--- config.mk ---
export PLATFORM = sky130hd
export DESIGN_NAME = mem_store_buf_flat
export DESIGN_NICKNAME = d
export VERILOG_FILES = /design/src/rtl/mem_store_buf_pkg.sv /design/src/rtl/mem_store_buf_if.sv /design/src/rtl/mem_store_buf_lane_gen.sv /design/src/rtl/mem_store_buf.sv /design/src/flat_wrapper.sv
export SDC_FILE = /design/constraint.sdc
export NUM_CORES = 1
export LEC_CHECK = 0
export CAP_MARGIN = 40
export CORE_MARGIN = 3
export CORE_UTILIZATION = 44
export DETAILED_ROUTE_END_ITERATION = 8
export PLACE_DENSITY_LB_ADDON = 0.15
export SYNTH_ARGS = -nofsm -noshare
export SYNTH_HDL_FRONTEND = slang
export SYNTH_HIERARCHICAL = 1
export SYNTH_SLANG_ARGS = --single-unit
--- constraint.sdc ---
create_clock -name clk -period 3.85 [get_ports clk]
set_clock_uncertainty 0.05 [all_clocks]
set_input_delay 0.77 -clock clk [delete_from_list [all_inputs] [get_ports clk]]
set_output_delay 0.77 -clock clk [all_outputs]
set_load 0.005 [all_outputs]
--- src/rtl/mem_store_buf_pkg.sv ---
// Shared memory-stage definitions: store/load op encodings, byte-enable width and the
// word-address slice point used by both the store buffer and the load-data extender.
package mem_pkg;

   typedef enum logic [1:0] {
      ST_SW  = 2'd0,
      ST_SB  = 2'd1,
      ST_SH  = 2'd2,
      ST_RSV = 2'd3
   } st_op_e;

   typedef enum logic [2:0] {
      LD_LW  = 3'd0,
      LD_LB  = 3'd1,
      LD_LBU = 3'd2,
      LD_LH  = 3'd3,
      LD_LHU = 3'd4
   } ld_op_e;

   localparam int BE_W     = 4;
   localparam int WORD_LSB = 2;

   // Word address of a 32-bit byte address.
   function automatic logic [31-WORD_LSB:0] word_of(input logic [31:0] addr);
      return addr[31:WORD_LSB];
   endfunction

   function automatic logic is_store(input st_op_e op);
      return op != ST_RSV;
   endfunction

endpackage

--- src/rtl/mem_store_buf_if.sv ---
// Store-buffer bus: M-stage store/load-probe side plus the data-memory write port.
interface mem_store_buf_if #(parameter int AW = 32);
   logic          st_valid;
   logic [1:0]    st_op;
   logic [AW-1:0] st_addr;
   logic [31:0]   st_data;
   logic          st_stall;
   logic          st_ades;
   logic [AW-1:0] ld_addr;
   logic          ld_hit;
   logic          dm_req;
   logic [AW-1:0] dm_addr;
   logic [3:0]    dm_be;
   logic [31:0]   dm_wdata;
   logic          dm_ready;

   modport slave (
      input  st_valid, st_op, st_addr, st_data, ld_addr, dm_ready,
      output st_stall, st_ades, ld_hit, dm_req, dm_addr, dm_be, dm_wdata
   );

   modport master (
      output st_valid, st_op, st_addr, st_data, ld_addr, dm_ready,
      input  st_stall, st_ades, ld_hit, dm_req, dm_addr, dm_be, dm_wdata
   );
endinterface

--- src/rtl/mem_store_buf_lane_gen.sv ---
// Store lane generator: byte enables, lane-replicated write data and misalignment
// for sw/sh/sb given the low address bits.
module store_lane_gen
   import mem_pkg::*;
(
   input  st_op_e          i_op,
   input  logic [1:0]      i_lane,
   input  logic [31:0]     i_data,
   output logic [BE_W-1:0] o_be,
   output logic [31:0]     o_wdata,
   output logic            o_misaligned
);

   always_comb begin
      o_be         = '0;
      o_wdata      = '0;
      o_misaligned = 1'b0;
      case (i_op)
         ST_SW: begin
            o_be         = 4'b1111;
            o_wdata      = i_data;
            o_misaligned = (i_lane != 2'b00);
         end
         ST_SH: begin
            o_be         = i_lane[1] ? 4'b1100 : 4'b0011;
            o_wdata      = {2{i_data[15:0]}};
            o_misaligned = i_lane[0];
         end
         ST_SB: begin
            o_be    = BE_W'(1) << i_lane;
            o_wdata = {4{i_data[7:0]}};
         end
         default: ;
      endcase
   end

endmodule

--- src/rtl/mem_store_buf.sv ---
// M-stage store buffer: converts stores to word writes with byte enables and queues them
// in a small FIFO so a stalling data memory only stalls M when the queue is full.
module mem_store_buf
   import mem_pkg::*;
#(
   parameter int DEPTH = 2,
   parameter int AW    = 32
)(
   input  logic          clk,
   input  logic          reset_n,
   mem_store_buf_if.slave bus
);

   localparam int PW = (DEPTH > 1) ? $clog2(DEPTH) : 1;
   localparam int CW = PW + 1;
   localparam int WW = AW - WORD_LSB;

   logic [WW-1:0]   r_addr [DEPTH];
   logic [BE_W-1:0] r_be   [DEPTH];
   logic [31:0]     r_data [DEPTH];
   logic [DEPTH-1:0] r_vld;
   logic [PW-1:0]   r_head;
   logic [PW-1:0]   r_tail;
   logic [CW-1:0]   r_count;

   st_op_e          w_op;
   logic [BE_W-1:0] w_be;
   logic [31:0]     w_wdata;
   logic            w_mis;
   logic            w_is_store;
   logic            w_ades;
   logic            w_full;
   logic            w_req;
   logic            w_push;
   logic            w_pop;
   logic            w_hit;
   logic            w_unused;

   assign w_op = st_op_e'(bus.st_op);

   store_lane_gen u_lane_gen (
      .i_op         (w_op),
      .i_lane       (bus.st_addr[1:0]),
      .i_data       (bus.st_data),
      .o_be         (w_be),
      .o_wdata      (w_wdata),
      .o_misaligned (w_mis)
   );

   assign w_is_store = bus.st_valid & is_store(w_op);
   assign w_ades     = bus.st_valid & w_mis;
   assign w_full     = (r_count == CW'(DEPTH));
   assign w_req      = (r_count != '0);
   // A pop in the same cycle does not free a slot for this push; full is from the registered count.
   assign w_push     = w_is_store & ~w_ades & ~w_full;
   assign w_pop      = w_req & bus.dm_ready;

   assign bus.st_ades  = w_ades;
   assign bus.st_stall = w_full & w_is_store;
   assign bus.dm_req   = w_req;
   assign bus.dm_addr  = w_req ? {r_addr[r_head], {WORD_LSB{1'b0}}} : '0;
   assign bus.dm_be    = w_req ? r_be[r_head] : '0;
   assign bus.dm_wdata = w_req ? r_data[r_head] : '0;

   always_comb begin
      w_hit = 1'b0;
      for (int i = 0; i < DEPTH; i++) begin
         if (r_vld[i] && (r_addr[i] == bus.ld_addr[AW-1:WORD_LSB])) w_hit = 1'b1;
      end
   end
   assign bus.ld_hit = w_hit;
   assign w_unused   = ^bus.ld_addr[WORD_LSB-1:0];

   always_ff @(posedge clk or negedge reset_n) begin
      if (!reset_n) begin
         r_head  <= '0;
         r_tail  <= '0;
         r_count <= '0;
         r_vld   <= '0;
      end else begin
         if (w_pop) begin
            r_head         <= r_head + PW'(1);
            r_vld[r_head]  <= 1'b0;
         end
         if (w_push) begin
            r_tail         <= r_tail + PW'(1);
            r_vld[r_tail]  <= 1'b1;
         end
         case ({w_push, w_pop})
            2'b10:   r_count <= r_count + CW'(1);
            2'b01:   r_count <= r_count - CW'(1);
            default: ;
         endcase
      end
   end

   // Payload is qualified by r_vld/count, so it needs no reset.
   always_ff @(posedge clk) begin
      if (w_push) begin
         r_addr[r_tail] <= bus.st_addr[AW-1:WORD_LSB];
         r_be[r_tail]   <= w_be;
         r_data[r_tail] <= w_wdata;
      end
   end

endmodule

--- src/flat_wrapper.sv ---
// flat-port wrapper written by rule: the top's interface ports become plain ports
module mem_store_buf_flat import mem_pkg::*;
#(
   parameter int DEPTH = 2,
   parameter int AW    = 32
)
  (clk, reset_n, bus_st_valid, bus_st_op, bus_st_addr, bus_st_data, bus_ld_addr, bus_dm_ready, bus_st_stall, bus_st_ades, bus_ld_hit, bus_dm_req, bus_dm_addr, bus_dm_be, bus_dm_wdata);
  mem_store_buf_if #(.AW(AW)) bus_i ();
  input  logic clk;
  input  logic reset_n;
  input wire logic [$bits(bus_i.st_valid)-1:0] bus_st_valid;
  input wire logic [$bits(bus_i.st_op)-1:0] bus_st_op;
  input wire logic [$bits(bus_i.st_addr)-1:0] bus_st_addr;
  input wire logic [$bits(bus_i.st_data)-1:0] bus_st_data;
  input wire logic [$bits(bus_i.ld_addr)-1:0] bus_ld_addr;
  input wire logic [$bits(bus_i.dm_ready)-1:0] bus_dm_ready;
  output wire logic [$bits(bus_i.st_stall)-1:0] bus_st_stall;
  output wire logic [$bits(bus_i.st_ades)-1:0] bus_st_ades;
  output wire logic [$bits(bus_i.ld_hit)-1:0] bus_ld_hit;
  output wire logic [$bits(bus_i.dm_req)-1:0] bus_dm_req;
  output wire logic [$bits(bus_i.dm_addr)-1:0] bus_dm_addr;
  output wire logic [$bits(bus_i.dm_be)-1:0] bus_dm_be;
  output wire logic [$bits(bus_i.dm_wdata)-1:0] bus_dm_wdata;
  assign bus_i.st_valid = bus_st_valid;
  assign bus_i.st_op = bus_st_op;
  assign bus_i.st_addr = bus_st_addr;
  assign bus_i.st_data = bus_st_data;
  assign bus_i.ld_addr = bus_ld_addr;
  assign bus_i.dm_ready = bus_dm_ready;
  assign bus_st_stall = bus_i.st_stall;
  assign bus_st_ades = bus_i.st_ades;
  assign bus_ld_hit = bus_i.ld_hit;
  assign bus_dm_req = bus_i.dm_req;
  assign bus_dm_addr = bus_i.dm_addr;
  assign bus_dm_be = bus_i.dm_be;
  assign bus_dm_wdata = bus_i.dm_wdata;
  mem_store_buf #(.DEPTH(DEPTH), .AW(AW)) u_core (.clk(clk), .reset_n(reset_n), .bus(bus_i));
endmodule
==> reports/qor.csv <==
metric,value,unit
status,finished clean,
die_h,127,microns
syn_to_final_growth,39.3,%
ys_seq_area_share,63.7,%
synthArstFlopShare,4.35,%
hold_viol_final,0,
cts_resized,0,
stdcell_count,844,
grt_pass1_wl,22800,microns
path_class,in -> out,
hold_path_depth,2,
slew_headroom,55.6,%
wl_met1,6280,microns
num_antenna_cells,0,
worst_path_max_delay_cell,clkdlybuf4s50_1,
path_clk_slew,60,ps
top_layer,met4,
htree_num_levels,4,
dp_hpwl,10600,microns
wl_met3,1000,microns
cts_tree,yes,
clock.fmax,0.270,GHz
max_stage_delay,530,ps
critPathMaxFanout,2,
slew_viol_final,0,
p_leak,3.36,nW
wl,15000,microns
grt_max_degree,41,
core-area,0.0141,sq mm
portBuffers,169,
cts-hold-fix-buffers,0,
ys_top_cells_by_count,"edfxtp_1, mux2i_1, nor2_1",
post-route-period-util,96.2,%
p_seq_share,35.8,%
postRouteAntennaNets,0,
vdd_drop_max,0.000335,V
synth_area,0.00646,sq mm
start_util,45.8,%
swShare,28.3,%
final_nets,754,
cts_root_buf,clkbuf_16,
postSynthCellCount,475,
p_comb_share,34.8,%
drive_gt1_share,6.93,%
synth.most_common_cell,edfxtp_1,
worstSetupStartpointType,primary input,
crit_arrival,2890,ps
viasPerCell,5.11,
synthTopCellsByArea,"edfxtp_1, mux2i_1, xnor2_1, xor2_1, nor2_1",
rsz0062_at_grt,false,
via_count,4310,
max_slew.worst_pin.slew,665,ps
synth_edf_count,132,
required,3030,ps
antenna_found_initial,0,
internal-power,4.22,mW
drt_first_pass_iters,5,
drt_iter0_markers,281,
crit_path_frequent_cell,clkdlybuf4s50_1,
reg2reg_depth,8,
synth_top_cell_by_area,edfxtp_1,
finalSetupTns,0,ps
num_io_pins,174,
cts.sinks,138,
dieArea,0.0162,sq mm
synth-seq-cells,138,
ys.flop_type,edfxtp_1,
yosysUniqueCellTypes,32,
drc_errors,0,
hold_class,reg -> reg,
wl_met2,7480,microns
powerDensity,654,mW/mm^2
cts_setup_buffers,0,
worst_setup_path_end_kind,output port,
worstPathCellList,clkdlybuf4s50_1 > xnor2_1 > nand4_1 > or4_1 > o22ai_1 > clkdlybuf4s50_1,
overflow,0,
fin_crit,3710,ps
finalSetupViolCount,0,
p_sw,1.67,mW
critPathTopFamily,buffers and inverters,
synth_area_per_cell,13.6,sq um
yosys_warnings,6,
cts_buffer_depth,2,
cts_buffers,17,
die_w,127,microns
clock_latency,400,ps
clkPwrFrac,29.4,%
fp-row-count,43,
grtUsageTotal,18.7,%
avgRoutedWirePerCell,17.7,microns
crit_cells,6,
crit_buf_inv,2,
netlist.area_leader.share,61.4,%
gp_congestion,0.831,
dp_cells,812,
grt_pass1_vias,4331,
max_cap_violations,0,
-- stage by stage --
stage | power (mW) | util, % | cell area (sq um) | setup WS (ps) | hold slack (ps)
final | 5.88 | 63.8 | 8990 | 145 | 478
after floorplan | 3.04 | - | 6460 | 112 | 406
after CTS | 5.96 | 63.8 | 8990 | 108 | 486
after global placement | 4.20 | 59.3 | 8360 | 133 | 469
after detailed placement | 4.22 | 59.3 | 8360 | 123 | 472
after global routing | 6.18 | 63.8 | 8990 | 70.3 | 507
-- worst min-delay path, stage by stage, from the launching register on --
cell,delay (ps)
dfrtp_1,340
o21ai_0,70
o21ai_0,70
-- per-layer routing --
metal,GRT usage [%],up-vias
met5,0,-
met4,7.19,0
met2,30.4,150
met1,23.5,2080
met3,5.77,12
li1,-,2068
-- power groups by stage --
| stage | clock network (mW) | logic [mW] | registers [mW] |
|---|---|---|---|
| 6_report | 1.73 | 2.05 | 2.10 |
| 5_1_grt | 1.83 | 2.21 | 2.13 |
| 4_1_cts | 1.76 | 2.09 | 2.11 |
| 3_5_place_dp | 0 | 2.08 | 2.14 |
| 3_3_place_gp | 0 | 2.07 | 2.13 |
| 2_1_floorplan | 0 | 1.02 | 2.02 |
-- cell type report --
type	count	area, sq um
multi-input combinational	302	2180
fill	1087	5100
tap	180	225
timing repair buffer	180	1800
sequential	138	4120
inverter	12	45.0
clock buffer	17	425
clock inverter	15	205
-- worst paths after layout --
path | start | to | slack, ps
min in group asynchronous | reset_n | u_core/r_vld[0]$_DFF_PN0_ | 550
max in group asynchronous | reset_n | u_core/r_head$_DFFE_PN0P_ | 2970
worst max-delay path | bus_ld_addr[26] | bus_ld_hit | 140
worst max register to register | u_core/r_count[0]$_DFFE_PN0P_ | u_core/r_count[1]$_DFFE_PN0P_ | 1500
worst min-delay path | u_core/r_vld[0]$_DFF_PN0_ | u_core/r_vld[0]$_DFF_PN0_ | 480
worst min register to register | u_core/r_vld[0]$_DFF_PN0_ | u_core/r_vld[0]$_DFF_PN0_ | 480
-- cells in the final DEF, fill, tap and decap left out, types with 3 or more instances in the layout --
cell type	count
clkdlybuf4s50_1	169
edfxtp_1	132
mux2i_1	82
nor2_1	68
xnor2_1	34
xor2_1	31
clkbuf_16	17
o21ai_0	16
inv_1	12
nand4_1	10
and2_1	9
buf_4	9
nand3b_1	8
o21ai_1	8
nor4_1	6
bufinv_16	5
nand2_1	5
dfrtp_1	5
clkinv_2	4
clkinv_1	3
nor3_1	3
o22ai_1	3
-- sequential cells by signal (all words and copies together), names as in the netlist --
signal	cells
u_core/r_data	64
u_core/r_vld	2
u_core/r_tail	1
u_core/r_count	2
u_core/r_addr	60
u_core/r_be	8
u_core/r_head	1
-- logic make-up after synthesis --
| logic type | Yosys count | share of synthesized area [%] |
|---|---|---|
| multiplexers | 82 | 12.7 |
| AND/OR/NAND/NOR | 118 | 8.66 |
| AO/OA/AOI/OAI | 34 | 2.95 |
| adder cells (fa/ha/maj) | 1 | 0.194 |
| flip-flops | 138 | 63.7 |
| buffers and inverters | 36 | 2.89 |
| XOR/XNOR | 65 | 8.82 |
| other | 1 | 0.0581 |
(Power assumes the default switching activity.)
